`src/rtl/vrrm_freelist.sv`:
```
// Vector register remapper with a bitmap free-list and true renaming.
// Ports: decode in (valid/ready), exe + mem out channels, release in, status.
module vrrm_freelist #(
  parameter int VECTOR_REGISTERS = 32,
  parameter int VECTOR_LANES = 8,
  parameter int MAX_GROUP = 8,
  localparam int RB = $clog2(VECTOR_REGISTERS),
  localparam int VLW = $clog2(VECTOR_REGISTERS * VECTOR_LANES) + 1
) (
  input  logic          clk_i,
  input  logic          rstn_i,
  input  logic          in_valid_i,
  output logic          in_ready_o,
  input  logic [RB-1:0] in_dst_i,
  input  logic [RB-1:0] in_src1_i,
  input  logic [RB-1:0] in_src2_i,
  input  logic [VLW-1:0] in_maxvl_i,
  input  logic          in_reconfig_i,
  input  logic          in_is_mem_i,
  input  logic          in_is_store_i,
  output logic          out_valid_o,
  input  logic          out_ready_i,
  output logic          m_valid_o,
  input  logic          m_ready_i,
  output logic [RB-1:0] out_dst_o,
  output logic [RB-1:0] out_src1_o,
  output logic [RB-1:0] out_src2_o,
  output logic [RB-1:0] out_old_dst_o,
  output logic          out_old_valid_o,
  output logic [RB:0]   out_hop_o,
  output logic          out_lock_o,
  input  logic          rel_valid_i,
  input  logic [RB-1:0] rel_base_i,
  output logic [RB:0]   free_count_o,
  output logic          err_o,
  output logic          is_idle_o
);

  localparam int LW = $clog2(VECTOR_LANES);
  localparam int GW = $clog2(MAX_GROUP);
  localparam int NR = VECTOR_REGISTERS;

  logic [NR-1:0] free_q;
  logic [NR-1:0] map_q;
  logic [RB-1:0] rat_q [NR];
  logic [RB:0]   size_q [NR];
  logic          err_q;

  logic          exe_q, mem_q;
  logic [RB-1:0] dst_q, s1_q, s2_q, old_q;
  logic          oldv_q, lock_q;
  logic [RB:0]   hop_q;

  logic [VLW-1:0] raw;
  logic [RB:0]    hop;
  logic           found;
  logic           fit;
  logic [RB-1:0]  base;
  logic [NR-1:0]  alloc_mask;
  logic [NR-1:0]  rel_mask;
  logic [RB:0]    rel_size;
  logic           rel_ok;
  logic           skip, buf_free, acc;
  logic           do_rcfg, do_alloc;
  logic [RB-1:0]  s1_phys, s2_phys;

  assign raw = in_maxvl_i >> LW;

  // smallest power of two covering raw, capped at MAX_GROUP
  always_comb begin
    hop = (RB+1)'(MAX_GROUP);
    for (int i = GW; i >= 0; i--)
      if (raw <= VLW'(1 << i))
        hop = (RB+1)'(1 << i);
  end

  // descending scan so the lowest aligned fitting base wins
  always_comb begin
    found = 1'b0;
    base = '0;
    fit = 1'b0;
    for (int b = NR - 1; b >= 0; b--) begin
      fit = ((RB+1)'(b) & (hop - (RB+1)'(1))) == '0;
      for (int k = 0; k < MAX_GROUP; k++)
        if ((RB+1)'(k) < hop) begin
          if (b + k >= NR)
            fit = 1'b0;
          else if (!free_q[RB'(b + k)])
            fit = 1'b0;
        end
      if (fit) begin
        found = 1'b1;
        base = RB'(b);
      end
    end
  end

  assign rel_size = size_q[rel_base_i];
  assign rel_ok = rel_valid_i
    && (rel_size != '0)
    && !free_q[rel_base_i];

  always_comb begin
    alloc_mask = '0;
    rel_mask = '0;
    for (int i = 0; i < NR; i++) begin
      alloc_mask[i] = ((RB+1)'(i) >= {1'b0, base})
        && ((RB+1)'(i) < {1'b0, base} + hop);
      rel_mask[i] = ((RB+1)'(i) >= {1'b0, rel_base_i})
        && ((RB+1)'(i) < {1'b0, rel_base_i} + rel_size);
    end
  end

  assign skip = in_is_store_i | in_reconfig_i;
  assign buf_free = (!exe_q || out_ready_i)
    && (!mem_q || m_ready_i);
  assign in_ready_o = buf_free && (skip || found);
  assign acc = in_valid_i && in_ready_o;
  assign do_rcfg = acc && in_reconfig_i;
  assign do_alloc = acc && !skip;

  assign s1_phys = map_q[in_src1_i] ? rat_q[in_src1_i] : in_src1_i;
  assign s2_phys = map_q[in_src2_i] ? rat_q[in_src2_i] : in_src2_i;

  // allocation sees the pre-release bitmap; masks never overlap
  always_ff @(posedge clk_i or negedge rstn_i) begin
    if (!rstn_i) begin
      free_q <= '1;
      map_q <= '0;
      err_q <= 1'b0;
      for (int i = 0; i < NR; i++) begin
        rat_q[i] <= '0;
        size_q[i] <= '0;
      end
    end else if (do_rcfg) begin
      free_q <= '1;
      map_q <= '0;
      for (int i = 0; i < NR; i++)
        size_q[i] <= '0;
    end else begin
      free_q <= (free_q | (rel_ok ? rel_mask : '0))
        & ~(do_alloc ? alloc_mask : '0);
      if (rel_ok)
        size_q[rel_base_i] <= '0;
      if (do_alloc) begin
        size_q[base] <= hop;
        rat_q[in_dst_i] <= base;
        map_q[in_dst_i] <= 1'b1;
      end
      if (rel_valid_i && !rel_ok)
        err_q <= 1'b1;
    end
  end

  always_ff @(posedge clk_i or negedge rstn_i) begin
    if (!rstn_i) begin
      exe_q <= 1'b0;
      mem_q <= 1'b0;
      dst_q <= '0;
      s1_q <= '0;
      s2_q <= '0;
      old_q <= '0;
      oldv_q <= 1'b0;
      hop_q <= '0;
      lock_q <= 1'b0;
    end else if (acc) begin
      exe_q <= 1'b1;
      mem_q <= in_is_mem_i;
      dst_q <= skip ? in_dst_i : base;
      s1_q <= s1_phys;
      s2_q <= s2_phys;
      old_q <= rat_q[in_dst_i];
      oldv_q <= !skip && map_q[in_dst_i];
      hop_q <= hop;
      lock_q <= in_is_mem_i && !in_reconfig_i;
    end else begin
      if (out_ready_i)
        exe_q <= 1'b0;
      if (m_ready_i)
        mem_q <= 1'b0;
    end
  end

  always_comb begin
    free_count_o = '0;
    for (int i = 0; i < NR; i++)
      free_count_o = free_count_o + (RB+1)'(free_q[i]);
  end

  assign out_valid_o = exe_q;
  assign m_valid_o = mem_q;
  assign out_dst_o = dst_q;
  assign out_src1_o = s1_q;
  assign out_src2_o = s2_q;
  assign out_old_dst_o = old_q;
  assign out_old_valid_o = oldv_q;
  assign out_hop_o = hop_q;
  assign out_lock_o = lock_q;
  assign err_o = err_q;
  assign is_idle_o = !in_valid_i && !exe_q && !mem_q;

endmodule

```
`config.mk`:
```
export PLATFORM = sky130hd
export DESIGN_NAME = vrrm_freelist
export DESIGN_NICKNAME = d
export VERILOG_FILES = /design/src/rtl/vrrm_freelist.sv
export SDC_FILE = /design/constraint.sdc
export NUM_CORES = 1
export LEC_CHECK = 0
export BUFFER_PORTS_ARGS = -buffer_cell sky130_fd_sc_hd__buf_2
export CAP_MARGIN = 10
export CELL_PAD_IN_SITES_DETAIL_PLACEMENT = 1
export CELL_PAD_IN_SITES_GLOBAL_PLACEMENT = 2
export CORE_ASPECT_RATIO = 1.25
export CORE_MARGIN = 1.5
export CORE_UTILIZATION = 47
export CTS_BUF_LIST = sky130_fd_sc_hd__clkbuf_8 sky130_fd_sc_hd__clkbuf_16
export DETAILED_ROUTE_END_ITERATION = 10
export GPL_TIMING_DRIVEN = 0
export HOLD_SLACK_MARGIN = 0.02
export PLACE_DENSITY = 0.95
export SLEW_MARGIN = 10
export SYNTH_ARGS = -nofsm -noshare
export SYNTH_HDL_FRONTEND = slang
export SYNTH_SLANG_ARGS = --single-unit
```
`constraint.sdc`:
```
create_clock -name clk_i -period 7.95 [get_ports clk_i]
set_input_delay 0.3975 -clock clk_i [delete_from_list [all_inputs] [get_ports clk_i]]
set_output_delay 0.3975 -clock clk_i [all_outputs]
set_load 0.05 [all_outputs]
```
== Word level (Yosys, flattened, before mapping) ==
Index checks and enable logic that the tools add are counted.
Storage, ports and cells
  register bits after elaboration: 447
  input bits: 38
  output and inout port bits: 39
  word-level logic and storage cells: 739
Cells by class
  add/sub/neg operators: 34
  order comparisons: 150
  mux-type cells: 341
  bitwise gates (word level): 13
  reduce and logical (&&, ||, !) cells: 125
Operators by type and width (count)
  $mux 192: 4
  $mux 1: 269
  $mux 5: 42
  $and 192x192->192: 1
  $bwmux 192: 1
  $lt 5x6->1 const A: 32
  $not 192->192: 1
  $logic_not 6->1: 31
  $bwmux 160: 1
  $mux 32: 5
  $add 6x1->6: 26
  $ge 5x5->1 const A: 30
  $lt 4x6->1 const A: 16
  $ge 4x5->1 const A: 16
  $logic_and 1x1->1: 78
  $bmux 5 s5: 3
  $or 32x32->32: 2
  $demux 6 s5: 2
  $lt 3x6->1 const A: 8
  $ge 3x5->1 const A: 8
  $and 32x32->32: 1
  $not 32->32: 1
  $bmux 6 s5: 1
  $ge 6x6->1 const B: 5
  34 further kinds: 79

== Logic depth before layout (Yosys ltp) ==
  depth after elaboration: 53
  mapped depth: 24
  mapped depth without buffers: 21

== Least setup slack after synthesis ==
Ideal clock, no wire load.
  path kind: input port to flip-flop
  from: input port in_maxvl_i[3]
  to: register free_q[18]
  library setup time: 93 ps
  arrival: 5553 ps
  data required time: 7857 ps
  setup slack: 2304 ps
  stages: 22
  path buffers: 3
  cells stage by stage: clkbuf_1 -> o21ai_1 -> nand2_1 -> nor2_1 -> inv_1 -> ha_1 -> a311o_1 -> or3_1 -> maj3_2 -> a221o_2 -> nand2_2 -> inv_2 -> clkbuf_1 -> fa_1 -> a21o_1 -> a21oi_1 -> nor3_1 -> and4_1 -> nor3_1 -> clkbuf_1 -> o31a_1 -> a31oi_1
Between the ends
  elaborated cells on any way between the ends: 350
  classes of those cells: add/sub (2); order compare (13); mux (296); bitwise (2); reduce/logical (37)
RTL lines
  from (decl): line 17  | input logic [VLW-1:0] in_maxvl_i,
  $le 6x3->1: line 73  | if (raw <= VLW'(1 << i))
  $mux 4 (2 in a row): line 73
  $mux 4 (*): line 73
  via hop[3]: line 55  | logic [RB:0] hop;
  $sub 4x1->5
  $logic_not 6->1: line 83  | fit = ((RB+1)'(b) & (hop - (RB+1)'(1))) == '0;
  $mux 1 (7 in a row): line 85  | if ((RB+1)'(k) < hop) begin
  $mux 5 (31 in a row): line 91  | if (fit) begin
  $mux 5 (*): line 91
  via base[1]: line 58  | logic [RB-1:0] base;
  $add 5x4->6: line 108  | && ((RB+1)'(i) < {1'b0, base} + hop);
  $lt 5x6->1: line 108
  $logic_and 1x1->1 (*): line 108
  $mux 32 (*): line 142  | & ~(do_alloc ? alloc_mask : '0);
  $not 32->32 (*): line 142
  $and 32x32->32 (*): line 142
  $mux 32 (*): line 135  | end else if (do_rcfg) begin
  to (signal assigned): line 141  | free_q <= (free_q | (rel_ok ? rel_mask : '0))
  to (decl): line 43  | logic [NR-1:0] free_q;
Mark *: on every way through the listed nets, which the timed path passes. The rest lies on a longest branch.
A chain may end at the register's enable or synchronous reset.

== Final worst setup path ==
  from: input port in_maxvl_i[3]
  to: register free_q[1]
Between the ends
  elaborated cells on any way between the ends: 350
  classes of those cells: add/sub (2); order compare (13); mux (296); bitwise (2); reduce/logical (37)
RTL lines (line)
  $le 6x3->1: 73
  $mux 4 (2 in a row): 73
  $mux 4 (*): 73
  via hop[3]: 55
  $sub 4x1->5
  $logic_not 6->1: 83
  $mux 1 (7 in a row): 85
  $mux 5 (31 in a row): 91
  $mux 5 (*): 91
  via base[1]: 58
  $add 5x4->6: 108
  $lt 1x6->1: 108
  $logic_and 1x1->1 (*): 108
  $mux 32 (*): 142
  $not 32->32 (*): 142
  $and 32x32->32 (*): 142
  $mux 32 (*): 135
Marked as above.

==> impl_metrics.env <==
export IMPL_vias=21300
export IMPL_postLayoutCellArea_mm2=0.02883
export IMPL_worst_slew_pin_slew_ns=1.289
export IMPL_critical_path_startpoint_type="input pin"
export IMPL_cp_end_kind="flip-flop"
export IMPL_grt_pass1_wl_mm=152.4
export IMPL_timing_rr_start="free_q[9]"
export IMPL_placed_cell_area_mm2=0.02716
export IMPL_final_setup_worst_slack_ns=0.4354
export IMPL_start_util=0.4783
export IMPL_grt_pass1_vias=23100
export IMPL_fin_cells=3126
export IMPL_power_density_mw_per_mm2=421.6
export IMPL_rows=95
export IMPL_drc=0
export IMPL_place_gp_congestion=0.9971
export IMPL_most_common_layout_cells="dfrtp_1, nand2_1, mux4_2, o21ai_0, nor2_1"
export IMPL_fin_crit_ns=7.515
export IMPL_seq_area_frac_synth=0.4329
export IMPL_drv_slew=0
export IMPL_netlist_instances=2244
export IMPL_routedWlPerCell_um=32.62
export IMPL_grt_antenna_before_repair=1
export IMPL_synth_edff_count=0
export IMPL_hpwlAfterDp_mm=74.74
export IMPL_max_cap_viol_count=0
export IMPL_cts_tree="yes"
export IMPL_rsz0062_at_grt="false"
export IMPL_finalWirelength_mm=102.0
export IMPL_max_freq_mhz=133.1
export IMPL_synth_top_cell_by_area="dfrtp_1"
export IMPL_grt_use_total=0.3717
export IMPL_fin_skew_ns=0.05699
export IMPL_core_area_mm2=0.05396
export IMPL_ctsLongestPathBuffers=3
export IMPL_final_util=0.5342
export IMPL_clk_latency_ns=0.64
export IMPL_crit_arrival_ns=8.03
export IMPL_dp_cells=3035
export IMPL_slew_headroom=0.1388
export IMPL_min_from="m_ready_i"
export IMPL_drive_gt1_frac=0.2277
export IMPL_tns_ns=0
export IMPL_crit_type="in -> reg"
export IMPL_vdd_drop_max_v=0.001254
export IMPL_power_mw=12.15
export IMPL_synthTopCellsByArea="dfrtp_1, mux4_2, nand2_1"
export IMPL_overflow=0
export IMPL_hold_class="in -> reg"
export IMPL_die_h_um=265.0
export IMPL_via_per_inst=6.813
export IMPL_power_leakage_nw=12.54
export IMPL_final_common_cell="dfrtp_1"
export IMPL_synth_seq_cells=445
export IMPL_ys_types=95
export IMPL_clock_root_buffer="clkbuf_16"
export IMPL_drtIter0Drc=1919
export IMPL_hold_slack_ns=0.08341
export IMPL_die_width_um=212.6
export IMPL_clock_sinks=445
export IMPL_avgSynthCellArea_um2=11.50
export IMPL_critical_path_startpoint="in_maxvl_i[3]"
export IMPL_path_max_fanout=11
export IMPL_post_route_period_util=0.9452
export IMPL_synth_top_area_frac=0.4004
export IMPL_ios=77
export IMPL_dr_pass1_iters=6
export IMPL_die_area_mm2=0.05635
export IMPL_synth_top_flop_cell="dfrtp_1"
export IMPL_dp_slack_ns=0.03764
export IMPL_finalSetupViolCount=0
export IMPL_ys_warn_count=0
export IMPL_syn_area_mm2=0.02581
export IMPL_required_ns=8.46
export IMPL_clkTransAtPathRegs_ns=0.06
export IMPL_h_tree_depth=2
export IMPL_hold_violations=0
export IMPL_syn2layout_area_growth_pct=11.68
export IMPL_status="completed"
export IMPL_drtAntennaViolNets=0
export IMPL_ctsResizeCount=0
export IMPL_io_buffers=58
export IMPL_async_flop_share=1.000
export IMPL_grt_max_degree=117
export IMPL_nets=2442
export IMPL_cts_buffers=48
[cells by family (layout without fill, tap and decap cells)]
kind of cell,count (synthesis),in the layout,synth area share
simple gates,686,686,0.1330
compound gates,472,472,0.1239
flops,445,445,0.4329
mux,345,345,0.2377
buf+inv,239,392,0.03921
fa+ha+maj,45,45,0.02932
xor+xnor,11,11,0.003733
other cells,1,3,0.0001453
[power by group]
group / switching (mW) / total [mW] / internal [mW]
sequential: 0.218 / 2.69 / 2.47
clock: 1.03 / 2.36 / 1.33
combinational: 4.92 / 7.10 / 2.19
[worst max-delay path, cell delays in order]
cell	delay, ns
clkbuf_1	0.19
o21ai_1	0.39
nand2_1	0.58
nor2_1	0.84
inv_1	0.41
ha_1	0.48
a311o_1	0.35
or3_1	0.44
maj3_2	0.39
a221o_2	0.45
nand2_2	0.21
inv_2	0.12
clkbuf_1	0.29
fa_1	0.55
a21o_1	0.20
a21oi_1	0.37
o21ai_0	0.17
a31oi_1	0.58
nand2_1	0.21
o211a_1	0.28
a21oi_1	0.12
[flip-flops by register name, summed over array words and instances, names as in the netlist]
register / flops
out_old_dst_o: 5
size_q: 192
out_valid_o: 1
m_valid_o: 1
err_o: 1
free_q: 32
out_dst_o: 5
out_old_valid_o: 1
rat_q: 160
out_src1_o: 5
out_lock_o: 1
out_hop_o: 4
map_q: 32
out_src2_o: 5
[Yosys cell counts, types with 9 or more instances]
cell type  count
a22oi_1       10
buf_1         21
fa_1          26
a32oi_1       10
o21ai_0      151
and4_1        13
nor2_1       134
nand2_1      235
a31oi_1       28
a211oi_1      16
nor3_1        39
o22ai_1       10
mux4_2       207
mux2i_1       63
a22o_1        16
and2_1        84
ha_1          18
buf_2         20
inv_1         60
clkbuf_1     116
mux2_2        73
a21o_1        14
nand3_1       29
o21a_1         9
o211ai_1      18
nor2b_1       15
a31o_1        12
a2bb2oi_1     11
a21oi_1       71
dfrtp_1      413
and3_1        63
nand4_1        9
dfstp_2       32
[layer usage]
metal  vias to the layer above  track usage  routed length (um)
met4                         0       0.3038               10140
met1                     11100       0.4238               35110
li1                       8627            -                   -
met3                       458      0.06434                6853
met2                      1117       0.6126               49880
met5                         -            0                   0
[final cells by class]
cell class | count | area, um2
Multi-Input combinational cell | 1561 | 13650
Tap cell | 727 | 909.6
Antenna cell | 1 | 2.502
Clock buffer | 57 | 1325
Timing Repair Buffer | 65 | 437.9
Sequential cell | 445 | 11180
Inverter | 66 | 247.7
Clock inverter | 31 | 314.1
Fill cell | 5748 | 25140
Buffer | 173 | 767.0
[worst paths after layout]
kind,to,slack [ns],depth (start not counted)
min in group asynchronous,size_q[34],0.42,3
min reg2reg,size_q[30],0.48,1
max reg2reg,free_q[1],2.20,17
max,free_q[1],0.44,21
min,m_valid_o,0.08,3
max in group asynchronous,rat_q[155],5.93,5
[what timing repair did]
action	4_1_cts	5_1_grt
endpoints found under the setup margin	0	0
hold buffers	2	0
setup buffers	0	0
hold endpoints to repair	115	0
No activity file was read; power rests on OpenSTA's default activity.
